==> src/rtl/wr_fram_pack_buf.sv <==
// Frame write buffer: packs IN_W pixel words into OUT_W memory words across
// NUM_BANKS round-robin burst banks handed to the DDR writer via ready/done.
module wr_fram_pack_buf #(
    parameter int IN_W      = 32,
    parameter int OUT_W     = 128,
    parameter int BURST_LEN = 16,
    parameter int NUM_BANKS = 2,
    localparam int AW       = $clog2(BURST_LEN),
    localparam int LEN_W    = AW + 1,
    localparam int FW       = $clog2(NUM_BANKS) + 1
) (
    input  logic             wr_clk,
    input  logic             tb_wr_rst,
    input  logic             in_valid,
    input  logic [IN_W-1:0]  in_data,
    input  logic             in_eof,
    output logic             bank_rdy,
    output logic [LEN_W-1:0] bank_len,
    output logic             bank_last,
    input  logic             rd_en,
    input  logic [AW-1:0]    rd_addr,
    output logic [OUT_W-1:0] rd_data,
    input  logic             bank_done,
    output logic [FW-1:0]    fill_level,
    output logic             overflow,
    output logic [15:0]      drop_cnt
);

    localparam int RATIO = OUT_W / IN_W;
    localparam int LNW   = (RATIO > 1) ? $clog2(RATIO) : 1;
    localparam int BW    = $clog2(NUM_BANKS);
    localparam int DEPTH = NUM_BANKS * BURST_LEN;

    logic [LNW-1:0]       lane;
    logic [OUT_W-1:0]     pack_q;
    logic [OUT_W-1:0]     commit_word;
    logic [AW-1:0]        wptr;
    logic [BW-1:0]        wbank;
    logic [BW-1:0]        rbank;
    logic [FW-1:0]        fill_q;
    logic [LEN_W-1:0]     len_q [NUM_BANKS];
    logic [NUM_BANKS-1:0] last_q;
    logic [OUT_W-1:0]     mem [DEPTH];

    logic accept, lane_last, commit, close_b, release_b;

    assign accept    = in_valid && (fill_q < FW'(NUM_BANKS));
    assign lane_last = (lane == LNW'(RATIO - 1));
    assign commit    = accept && (lane_last || in_eof);
    assign close_b   = commit && ((wptr == AW'(BURST_LEN - 1)) || in_eof);
    assign release_b = bank_done && (fill_q != '0);

    assign bank_rdy   = (fill_q != '0);
    assign bank_len   = bank_rdy ? len_q[rbank] : '0;
    assign bank_last  = bank_rdy ? last_q[rbank] : 1'b0;
    assign fill_level = fill_q;

    // Lanes above the current one are zeroed so an EOF-short word never carries stale pixels.
    always_comb begin
        commit_word = '0;
        for (int unsigned k = 0; k < RATIO; k++) begin
            if (LNW'(k) < lane)
                commit_word[k*IN_W +: IN_W] = pack_q[k*IN_W +: IN_W];
            else if (LNW'(k) == lane)
                commit_word[k*IN_W +: IN_W] = in_data;
        end
    end

    always_ff @(posedge wr_clk or posedge tb_wr_rst) begin
        if (tb_wr_rst) begin
            lane   <= '0;
            pack_q <= '0;
            wptr   <= '0;
            wbank  <= '0;
        end else if (accept) begin
            if (commit) begin
                lane <= '0;
                wptr <= close_b ? '0 : wptr + 1'b1;
                if (close_b)
                    wbank <= wbank + 1'b1;
            end else begin
                lane <= lane + 1'b1;
                for (int unsigned k = 0; k < RATIO; k++)
                    if (LNW'(k) == lane)
                        pack_q[k*IN_W +: IN_W] <= in_data;
            end
        end
    end

    always_ff @(posedge wr_clk or posedge tb_wr_rst) begin
        if (tb_wr_rst) begin
            for (int unsigned b = 0; b < NUM_BANKS; b++)
                len_q[b] <= '0;
            last_q <= '0;
        end else if (close_b) begin
            len_q[wbank]  <= LEN_W'(wptr) + LEN_W'(1);
            last_q[wbank] <= in_eof;
        end
    end

    always_ff @(posedge wr_clk or posedge tb_wr_rst) begin
        if (tb_wr_rst) begin
            fill_q <= '0;
            rbank  <= '0;
        end else begin
            if (release_b)
                rbank <= rbank + 1'b1;
            if (close_b && !release_b)
                fill_q <= fill_q + 1'b1;
            else if (!close_b && release_b)
                fill_q <= fill_q - 1'b1;
        end
    end

    always_ff @(posedge wr_clk or posedge tb_wr_rst) begin
        if (tb_wr_rst) begin
            overflow <= 1'b0;
            drop_cnt <= '0;
        end else if (in_valid && !accept) begin
            overflow <= 1'b1;
            if (drop_cnt != '1)
                drop_cnt <= drop_cnt + 1'b1;
        end
    end

    always_ff @(posedge wr_clk) begin
        if (commit)
            mem[{wbank, wptr}] <= commit_word;
    end

    always_ff @(posedge wr_clk or posedge tb_wr_rst) begin
        if (tb_wr_rst)
            rd_data <= '0;
        else if (rd_en && bank_rdy)
            rd_data <= mem[{rbank, rd_addr}];
    end

endmodule

==> config.mk <==
export PLATFORM = sky130hd
export DESIGN_NAME = wr_fram_pack_buf
export DESIGN_NICKNAME = d
export VERILOG_FILES = /design/src/rtl/wr_fram_pack_buf.sv
export SDC_FILE = /design/constraint.sdc
export NUM_CORES = 2
export LEC_CHECK = 0
export ABC_AREA = 1
export CAP_MARGIN = 25
export CORE_MARGIN = 3
export CORE_UTILIZATION = 40
export DETAILED_ROUTE_END_ITERATION = 10
export PLACE_DENSITY = 0.65
export SYNTH_ARGS = -nofsm -noshare
export SYNTH_HDL_FRONTEND = slang
export SYNTH_SLANG_ARGS = --single-unit
==> constraint.sdc <==
create_clock -name wr_clk -period 16.2 [get_ports wr_clk]
set_clock_uncertainty 0.1 [all_clocks]
set_input_delay 3.24 -clock wr_clk [delete_from_list [all_inputs] [get_ports wr_clk]]
set_output_delay 3.24 -clock wr_clk [all_outputs]
set_load 0.02 [all_outputs]
==> results.tsv <==
metric	value	unit
cts_made_buffers	439	
antenna_found_initial	12	
avgRoutedWirePerCell	25.5	um
timing.hold.worst_endpoint	overflow$_DFFE_PP0P_	
clkTransAtPathRegs	0.06	ns
worstRegToRegCells	9	
path_max_fanout	43	
setup.worst_path.end_class	flop	
post-route-min-period	7.70	ns
detailedPlace.worstSlack	7.60	ns
grt_first_pass_wirelength	760000	um
worst_slew_pin_slew	1.26	ns
ys.warnings.count	0	
final_layout_size_suffix_gt1_share	7.62	%
worstHoldPathCells	1	
cts.path.max_buffers	4	
pwr_density_cell	147	nW/um^2
worstPathCellList	clkdlybuf4s50_1, nor2_1, nor2_4, nand2_1, nor2_4, buf_4, buf_4, buf_4	
routed_wirelength	525000	um
critPathSlowestCell	sky130_fd_sc_hd__nor2_4	
timing.final.setup_violations	0	
r2r-start	lane[1]$_DFFE_PP0N_	
synth_enable_flop_cells	4096	
start_util	40.2	%
power.static_leakage	70.9	nW
startpoint_of_the_lowest_slack_hold_path	overflow$_DFFE_PP0P_	
run_status	finished, final reports clean	
vdd.ir_drop.worst	0.000145	V
cts_post_setup_buffers_inserted	0	
insertion_delay_to_the_later_sink_of_the_worst_skew_pair	1.00	ns
yosysMostFrequentCell	sky130_fd_sc_hd__nand2_1	
cp_data_arrival_time	8.16	ns
syn_avg_cell_area	12.1	um^2
grt_max_degree	267	
finalCritPeriodShare	47.6	%
cts-hold-fix-buffers	0	
synth_area_leaders	sky130_fd_sc_hd__edfxtp_1 (70%), sky130_fd_sc_hd__nand3_1 (11%), sky130_fd_sc_hd__nand2_1 (10%)	
r2r-end	mem[15][69]$_DFFE_PP_	
hold_viol_final	0	
criticalPathCategory	input pin to flop	
synth_cell_types	27	
first_global_vias	109000	
critical_path.most_common_cell	sky130_fd_sc_hd__buf_4	
relSlewSlack	15.7	%
setup_total_negative_slack	0	ns
synth_seq_area_share	74.2	%
setup.reg_to_reg.worst_slack	10.12	ns
die_height	667	um
worst_ep_required_time	16.66	ns
detail_route.first_pass.iterations	8	
setup_slack	8.50	ns
synth_area	175000	um^2
cts_root_buffer	sky130_fd_sc_hd__clkbuf_16	
final_core_utilization	45.4	%
synth_largest_area_cell	sky130_fd_sc_hd__edfxtp_1	
globalRouteTotalUtil	23.0	%
io_pins	196	
clock_sink_count	4359	
drv_cap	0	
finalWeightedCongestion	0.805	
post_cts.resized_instances	0	
ant_nets	0	
ys_ff_latch	4359	
synth_flop_cell	sky130_fd_sc_hd__edfxtp_1	
dpl.hpwl	255000	um
design.die.area	445000	um^2
netlist_instances	14500	
fp.coreArea	435000	um^2
drc	0	
tritoncts_clock_tree	done	
rows	242	
routed_via_density	5.66	
setup.worst_path.start_class	input pin	
die-width	667	um
iter_0_drt_violations	15700	
fmax	130	MHz
area_growth_syn_to_layout	12.9	%
final_max_slew_viol_count	0	
routed-via-count	117000	
synthArstFlopShare	6.03	%
grt-ovfl-total	0	
final_net_count	14600	
synth_fp_nets	14500	
n_fill_cell	38400	
rsz0062_at_grt	no	
input_output_buffers	195	
cts-htree-levels	5	
synth_largest_type_area_fraction	70.4	%
timing.critical_path.slowest_cell_delay	0.97	ns
worstHoldPathType	flop to flop	
synth_commonest_cells	sky130_fd_sc_hd__nand2_1 (4863), sky130_fd_sc_hd__edfxtp_1 (4096), sky130_fd_sc_hd__nand3_1 (3860), sky130_fd_sc_hd__buf_2 (466), sky130_fd_sc_hd__dfrtp_1 (263)	
## metal layers
layer	GRT usage, %	vias to the layer above	part of all wire (%)
met5	0	-	0.0051
met4	7.95	4	3.9
met3	3.88	907	11
met2	36.4	6489	46
met1	32.1	58000	39
li1	-	51300	-
## cell usage in the layout (no fill, tap or decap), types with 4 or more instances in the layout
cell type,count
sky130_fd_sc_hd__nand2_1,4860
sky130_fd_sc_hd__edfxtp_1,4096
sky130_fd_sc_hd__nand3_1,3857
sky130_fd_sc_hd__clkbuf_16,447
sky130_fd_sc_hd__dfrtp_1,261
sky130_fd_sc_hd__buf_4,247
sky130_fd_sc_hd__clkdlybuf4s50_1,191
sky130_fd_sc_hd__o21ai_0,122
sky130_fd_sc_hd__clkbuf_1,104
sky130_fd_sc_hd__inv_1,99
sky130_fd_sc_hd__clkinv_2,88
sky130_fd_sc_hd__clkinv_1,64
sky130_fd_sc_hd__o21ai_2,59
sky130_fd_sc_hd__clkbuf_8,51
sky130_fd_sc_hd__nor2_1,50
sky130_fd_sc_hd__bufinv_16,38
sky130_fd_sc_hd__nor2_4,33
sky130_fd_sc_hd__buf_8,33
sky130_fd_sc_hd__a21oi_2,31
sky130_fd_sc_hd__buf_12,31
sky130_fd_sc_hd__xor2_1,15
sky130_fd_sc_hd__buf_16,15
sky130_fd_sc_hd__clkinvlp_4,12
sky130_fd_sc_hd__inv_6,9
sky130_fd_sc_hd__a21oi_1,8
sky130_fd_sc_hd__ha_1,8
sky130_fd_sc_hd__inv_16,6
sky130_fd_sc_hd__inv_8,6
sky130_fd_sc_hd__clkinv_8,6
sky130_fd_sc_hd__diode_2,5
sky130_fd_sc_hd__nor3_1,5
sky130_fd_sc_hd__nand3_2,4
sky130_fd_sc_hd__xnor2_1,4
sky130_fd_sc_hd__o22ai_1,4
## registers in the layout, indices dropped and copies added (netlist names), 2 cells and up
signal	cells
last_q	2
drop_cnt	16
fill_level	2
wptr	4
mem	4096
lane	2
rd_data	128
pack_q	96
len_q	10
## how the worst max path moves through the flow
stage	from	to	slack [ns]
finish	in_eof	mem[15][69]$_DFFE_PP_	8.50
global route	in_eof	mem[15][85]$_DFFE_PP_	8.42
CTS	in_eof	mem[15][109]$_DFFE_PP_	8.61
detailed placement	in_eof	mem[15][118]$_DFFE_PP_	7.60
global placement	in_eof	mem[15][118]$_DFFE_PP_	7.69
floorplan	tb_wr_rst	drop_cnt[0]$_DFFE_PP0P_	5.62
## critical path: cells and delay by family
kind / cells / cell delay [ns]
buf+inv: 4 / 2.85
simple gates: 4 / 1.90
## area by class of cell
| class | count | area (um^2) | area share (%) |
|---|---|---|---|
| diodes | 5 | 12.5 | 0.00634 |
| well taps | 5734 | 7170 | 3.64 |
| flip-flops and latches | 4359 | 130000 | 65.7 |
| clock buffers | 602 | 12300 | 6.23 |
| inverters | 106 | 468 | 0.237 |
| multi-input cells | 9075 | 40100 | 20.3 |
| clock inverters | 227 | 2290 | 1.16 |
| repair buffers | 519 | 5320 | 2.70 |
## per-stage QoR
step           hold WS, ns  cell area [um^2]  std cells  total power, mW
2_1_floorplan        0.348            175000      14500             16.7
3_3_place_gp         0.345            182000      19700             18.8
3_5_place_dp         0.348            182000      19800             18.9
4_1_cts              0.367            197000      20600             29.0
5_1_grt              0.396            197000      20600             29.9
6_report             0.364            197000      20600             28.9
## cells by family (layout without fill, tap and decap cells)
kind of cell             after synthesis  count (layout)  share of synthesized area, %
AO/OA/AOI/OAI                        231             231                         0.666
XOR/XNOR                              19              19                        0.0953
adder cells (fa/ha/maj)               10              10                        0.0716
buffers and inverters               1061            1454                          3.26
AND/OR/NAND/NOR                     8815            8815                          21.7
flip-flops                          4359            4359                          74.2
other                                  0               5                             0
## report_power, final
group          internal [mW]  total, mW  switching (mW)  leakage [nW]
registers               13.9       14.2           0.302          40.8
logic                   1.10       4.49            3.39          22.9
clock network           5.91       10.2            4.32          7.15
Power figures use the tool's default switching activity.
